[src/rtl/uart_mem_bridge.sv]
// uart_mem_bridge: PicoRV32 native memory bus to UART request/response bridge with 8N1 TX/RX and response timeout
module uart_mem_bridge #(
  parameter int ClkFreq       = 12000000,
  parameter int BaudRate      = 115200,
  parameter int TimeoutCycles = 2000000
) (
  input  logic        clk_i,
  input  logic        rst_ni,
  input  logic        mem_valid_i,
  input  logic        mem_instr_i,
  input  logic [31:0] mem_addr_i,
  input  logic [31:0] mem_wdata_i,
  input  logic [3:0]  mem_wstrb_i,
  output logic        mem_ready_o,
  output logic [31:0] mem_rdata_o,
  input  logic        rx_i,
  output logic        tx_o,
  output logic        busy_o,
  output logic        err_o
);
  localparam int BitCycles = ClkFreq / BaudRate;
  localparam int CW = $clog2(BitCycles);
  localparam int TW = $clog2(TimeoutCycles);
  typedef enum logic [1:0] {IDLE, TX, RX_RESP, DONE} state_t;
  state_t state;
  logic rx_s1, rx_s2, rx_q, rx_busy, rx_vld, rx_ferr, wr;
  logic [CW-1:0] rx_cnt, tx_cnt;
  logic [3:0] rx_bit, tx_bit, tx_left;
  logic [7:0] rx_sh;
  logic [8:0] tx_sh;
  logic [79:0] frm;
  logic [2:0] rx_num;
  logic [31:0] rsh;
  logic [TW-1:0] tmo;
  always_ff @(posedge clk_i)
    if (!rst_ni) begin
      {rx_s1, rx_s2, rx_q} <= '1;
      rx_busy <= 1'b0;
      rx_vld <= 1'b0;
      rx_ferr <= 1'b0;
      rx_cnt <= '0;
      rx_bit <= '0;
      rx_sh <= '0;
    end else begin
      rx_s1 <= rx_i;
      rx_s2 <= rx_s1;
      rx_q <= rx_s2;
      rx_vld <= 1'b0;
      rx_ferr <= 1'b0;
      if (!rx_busy) begin
        if (rx_q && !rx_s2) begin
          rx_busy <= 1'b1;
          rx_bit <= '0;
          rx_cnt <= CW'(BitCycles / 2 - 1);
        end
      end else if (rx_cnt != '0) rx_cnt <= rx_cnt - 1'b1;
      else begin
        rx_cnt <= CW'(BitCycles - 1);
        rx_bit <= rx_bit + 1'b1;
        if (rx_bit == 4'd0 && rx_s2) rx_busy <= 1'b0;
        else if (rx_bit == 4'd9) begin
          rx_busy <= 1'b0;
          rx_vld <= rx_s2;
          rx_ferr <= !rx_s2;
        end else if (rx_bit != 4'd0) rx_sh <= {rx_s2, rx_sh[7:1]};
      end
    end
  always_ff @(posedge clk_i)
    if (!rst_ni) begin
      state <= IDLE;
      tx_o <= 1'b1;
      mem_ready_o <= 1'b0;
      mem_rdata_o <= '0;
      busy_o <= 1'b0;
      err_o <= 1'b0;
      tx_cnt <= '0;
      tx_bit <= '0;
      tx_left <= '0;
      tx_sh <= '0;
      frm <= '0;
      wr <= 1'b0;
      rx_num <= '0;
      rsh <= '0;
      tmo <= '0;
    end else begin
      mem_ready_o <= 1'b0;
      if (rx_ferr) err_o <= 1'b1;
      case (state)
        IDLE: if (mem_valid_i) begin
          state <= TX;
          busy_o <= 1'b1;
          wr <= |mem_wstrb_i;
          frm <= {mem_wdata_i, 4'b0, mem_wstrb_i, mem_addr_i, mem_instr_i, 1'b1, (|mem_wstrb_i) ? 6'h17 : 6'h12};
          tx_left <= (|mem_wstrb_i) ? 4'd10 : 4'd5;
          rx_num <= (|mem_wstrb_i) ? 3'd1 : 3'd4;
          tx_bit <= 4'd9;
          tx_cnt <= '0;
        end
        TX: if (tx_cnt != '0) tx_cnt <= tx_cnt - 1'b1;
        else if (tx_bit != 4'd9) begin
          tx_o <= tx_sh[0];
          tx_sh <= {1'b1, tx_sh[8:1]};
          tx_bit <= tx_bit + 1'b1;
          tx_cnt <= CW'(BitCycles - 1);
        end else if (tx_left != 4'd0) begin
          tx_o <= 1'b0;
          tx_sh <= {1'b1, frm[7:0]};
          frm <= {8'h0, frm[79:8]};
          tx_left <= tx_left - 1'b1;
          tx_bit <= 4'd0;
          tx_cnt <= CW'(BitCycles - 1);
        end else begin
          state <= RX_RESP;
          tmo <= '0;
        end
        RX_RESP: if (rx_vld) begin
          tmo <= '0;
          rsh <= {rx_sh, rsh[31:8]};
          rx_num <= rx_num - 1'b1;
          if (rx_num == 3'd1) begin
            state <= DONE;
            mem_ready_o <= 1'b1;
            if (!wr) mem_rdata_o <= {rx_sh, rsh[31:8]};
            else if (rx_sh != 8'h06) err_o <= 1'b1;
          end
        end else if (tmo == TW'(TimeoutCycles - 1)) begin
          state <= DONE;
          mem_ready_o <= 1'b1;
          err_o <= 1'b1;
          if (!wr) mem_rdata_o <= '1;
        end else tmo <= tmo + 1'b1;
        default: begin
          state <= IDLE;
          busy_o <= 1'b0;
        end
      endcase
    end
endmodule
[config.mk]
export PLATFORM = sky130hd
export DESIGN_NAME = uart_mem_bridge
export DESIGN_NICKNAME = d
export VERILOG_FILES = /design/src/rtl/uart_mem_bridge.sv
export SDC_FILE = /design/constraint.sdc
export NUM_CORES = 1
export LEC_CHECK = 0
export ABC_AREA = 1
export CORE_MARGIN = 4
export CORE_UTILIZATION = 55
export DETAILED_ROUTE_END_ITERATION = 10
export PLACE_DENSITY = 0.78
export SLEW_MARGIN = 30
export SYNTH_ARGS = -nofsm -noshare
export SYNTH_HDL_FRONTEND = slang
export SYNTH_SLANG_ARGS = --single-unit
export TNS_END_PERCENT = 1
[constraint.sdc]
create_clock -name clk_i -period 2.3 [get_ports clk_i]
set_input_delay 0.46 -clock clk_i [delete_from_list [all_inputs] [get_ports clk_i]]
set_output_delay 0.46 -clock clk_i [all_outputs]
set_load 0.02 [all_outputs]
==> impl_metrics.json <==
{
  "irDropWorstVdd_mv": 0.777,
  "crit_fanout": 18,
  "vias_per_cell": 5.46,
  "core-area_um2": 18000,
  "synthAdderAreaFrac_pct": 1.97,
  "synth_top_flop_cell": "dfxtp_1",
  "leakagePower_nw": 4.73,
  "die_h_um": 144,
  "ys_seq_elements": 216,
  "fmax_mhz": 498,
  "antenna_found_initial": 0,
  "rrSetupSlack_ns": 0.29,
  "syn_to_final_growth_pct": 19.4,
  "drc": 0,
  "cts_resized": 0,
  "grt_pass1_wl_um": 40600,
  "post_route_cells_drive_above_1_share_pct": 6.82,
  "gp_congestion": 0.899,
  "cts.sinks": 216,
  "criticalPathCategory": "register to register",
  "htreeDepth": 1,
  "track_usage_pct": 22.9,
  "start_util_pct": 56.3,
  "routed_wirelength_um": 24100,
  "hold_buffers": 0,
  "cts_inserted_buffers": 23,
  "synthMuxAreaShare_pct": 0,
  "synthSimpleGateAreaFrac_pct": 28.6,
  "cts_buffer_depth": 3,
  "antenna_cells": 0,
  "cts_root_buf": "clkbuf_16",
  "power.net_switching_mw": 4.92,
  "total_power_mw": 13.2,
  "synth_top_area_share_pct": 42.6,
  "crit_arrival_ns": 2.43,
  "fin_worst_hold_slack_ns": 0.413,
  "synth_xor_area_share_pct": 0.604,
  "dp_hpwl_um": 15800,
  "worstMarginPinSlew_ns": 0.557,
  "rsz0062_at_grt": "no",
  "synth_nets": 1549,
  "clkLatencyLatePin_ns": 0.49,
  "first_pass_iters": 5,
  "finalCritPeriodShare_pct": 87.3,
  "max_slew_margin_pct": 62.8,
  "critPathCaptureType": "register",
  "drtAntennaViolNets": 0,
  "cts_tree": "done",
  "p_sw_share_pct": 37.3,
  "nets": 1617,
  "ys.warnings.count": 0,
  "grt_overflow": 0,
  "drv_slew": 0,
  "hold_viol_final": 0,
  "min_path_type": "register to register",
  "syn_area_um2": 10100,
  "clkPwrFrac_pct": 26.8,
  "die_width_um": 144,
  "placementRows": 49,
  "yosysUniqueCellTypes": 36,
  "yosysTopAreaCell": "dfxtp_1",
  "wl_per_cell_um": 13.6,
  "finClkSkew_ns": 0.00937,
  "synth-seq-area-share_pct": 42.6,
  "synth_cells": 1460,
  "period_needed_ns": 2.01,
  "synth_compound_area_share_pct": 17.1,
  "synth_common_cells": "nand2_1, dfxtp_1, a21oi_1, inv_1, o21ai_0",
  "p_seq_share_pct": 37.3,
  "ys_async_sr_fraction_pct": 0,
  "drt_iter0_markers": 721,
  "intPower_mw": 8.25,
  "worstPathCellList": "inv_1, ha_2, inv_2, a21oi_4, nand2_2, nor2_4, buf_4, nand3_1, a21oi_1",
  "port_buffers": 108,
  "pin_count": 109,
  "synth_edf_count": 0,
  "slowest_stage": "dfxtp_1",
  "cts.clk_slew.worst_paths_ns": 0.06,
  "p_comb_share_pct": 35.9,
  "status": "finished, final reports clean",
  "vias": 9654,
  "max_cap_viol_count": 0,
  "synth.area.top_cells": "dfxtp_1, nand2_1, a21oi_1",
  "cp.required_ns": 2.72,
  "grt_max_degree": 100,
  "start_kind": "register",
  "cts_setup_buffers": 0,
  "synth_top_family_by_area": "simple AND/OR/NAND/NOR gates",
  "worst_path_largest_cell_delay_ns": 0.31,
  "syn_avg_cell_area_um2": 6.95,
  "yosys.cell_count.top_type": "nand2_1",
  "p_per_area_nw_per_um2": 1090,
  "die_area_um2": 20700,
  "setup_viol": 0,
  "tns_ns": 0,
  "grt_pass1_vias": 8884
}
-- cell type report --
cell class                 instances  area (µm²)
fill                            1625        5910
multi-input combinational       1017        4900
sequential                       216        4320
timing repair buffer             132        1360
clock buffer                      30         662
inverter                         138         520
tap                              229         287
clock inverter                     6        57.6
-- stage by stage --
step	util [%]	cell area (µm²)	cells	setup slack, ns
floorplan	-	10100	1460	0.634
global placement	63.2	11400	1732	0.120
detailed placement	63.2	11400	1732	0.0718
CTS	67.2	12100	1768	0.280
global route	67.2	12100	1768	0.124
finish	67.2	12100	1768	0.291
-- power by group through the flow --
stage               Combinational, mW  Sequential [mW]  Clock (mW)
finish                           4.73             4.91        3.54
global route                     5.37             4.99        3.75
CTS                              4.73             4.90        3.61
detailed placement               4.70             4.97           0
global placement                 4.57             4.95           0
floorplan                        3.64             4.89           0
-- registers in the layout, indices dropped and copies added (netlist names), 2 cells and up --
signal,flops
frm,80
mem_rdata_o,32
rsh,24
rx_bit,4
rx_cnt,7
rx_num,3
rx_sh,8
state,2
tmo,21
tx_bit,4
tx_cnt,7
tx_left,4
tx_sh,9
-- metal layers --
| layer | track usage, % | up-vias | wire, µm |
|---|---|---|---|
| met5 | 0 | - | 0 |
| met4 | 5.30 | 0 | 442 |
| met3 | 2.93 | 37 | 1450 |
| met2 | 38.9 | 301 | 11500 |
| met1 | 31.2 | 4384 | 10700 |
| li1 | - | 4932 | - |
-- worst paths after layout --
check                                           end                   from  cells after the start
worst min-delay path               rx_s2$_SDFF_PN1_       rx_s1$_SDFF_PN1_                      1
worst max-delay path            frm[2]$_SDFFE_PN0P_  state[1]$_SDFFE_PN0P_                      9
worst max register to register  frm[2]$_SDFFE_PN0P_  state[1]$_SDFFE_PN0P_                      9
worst min register to register     rx_s2$_SDFF_PN1_       rx_s1$_SDFF_PN1_                      1
-- cells by family (layout without fill, tap and decap cells) --
logic type | after synthesis | count (layout)
buffers and inverters | 227 | 306
adders and majority gates | 16 | 16
DFF | 216 | 216
AOI/OAI and AO/OA | 328 | 328
xor gates and xnor gates | 7 | 7
and+or+nand+nor | 666 | 666
-- cells in the final DEF, fill, tap and decap left out, types with 7 or more instances in the layout --
master	instances
or2_2	16
buf_4	16
nand2_2	7
buf_12	8
ha_1	15
dfxtp_1	216
nand4_1	57
a31oi_1	14
o21ai_0	127
clkbuf_16	23
nor3_1	11
clkdlybuf4s50_1	107
inv_1	132
nor2_1	91
a21oi_1	166
nand3_1	82
nand2_1	385
-- worst max-delay path, delay by kind of cell (launching register included) --
kind,cells,cell delay (ns)
buf+inv,3,0.50
compound gates,2,0.42
simple gates,3,0.40
flops,1,0.31
fa+ha+maj,1,0.30
(Power assumes the default switching activity.)
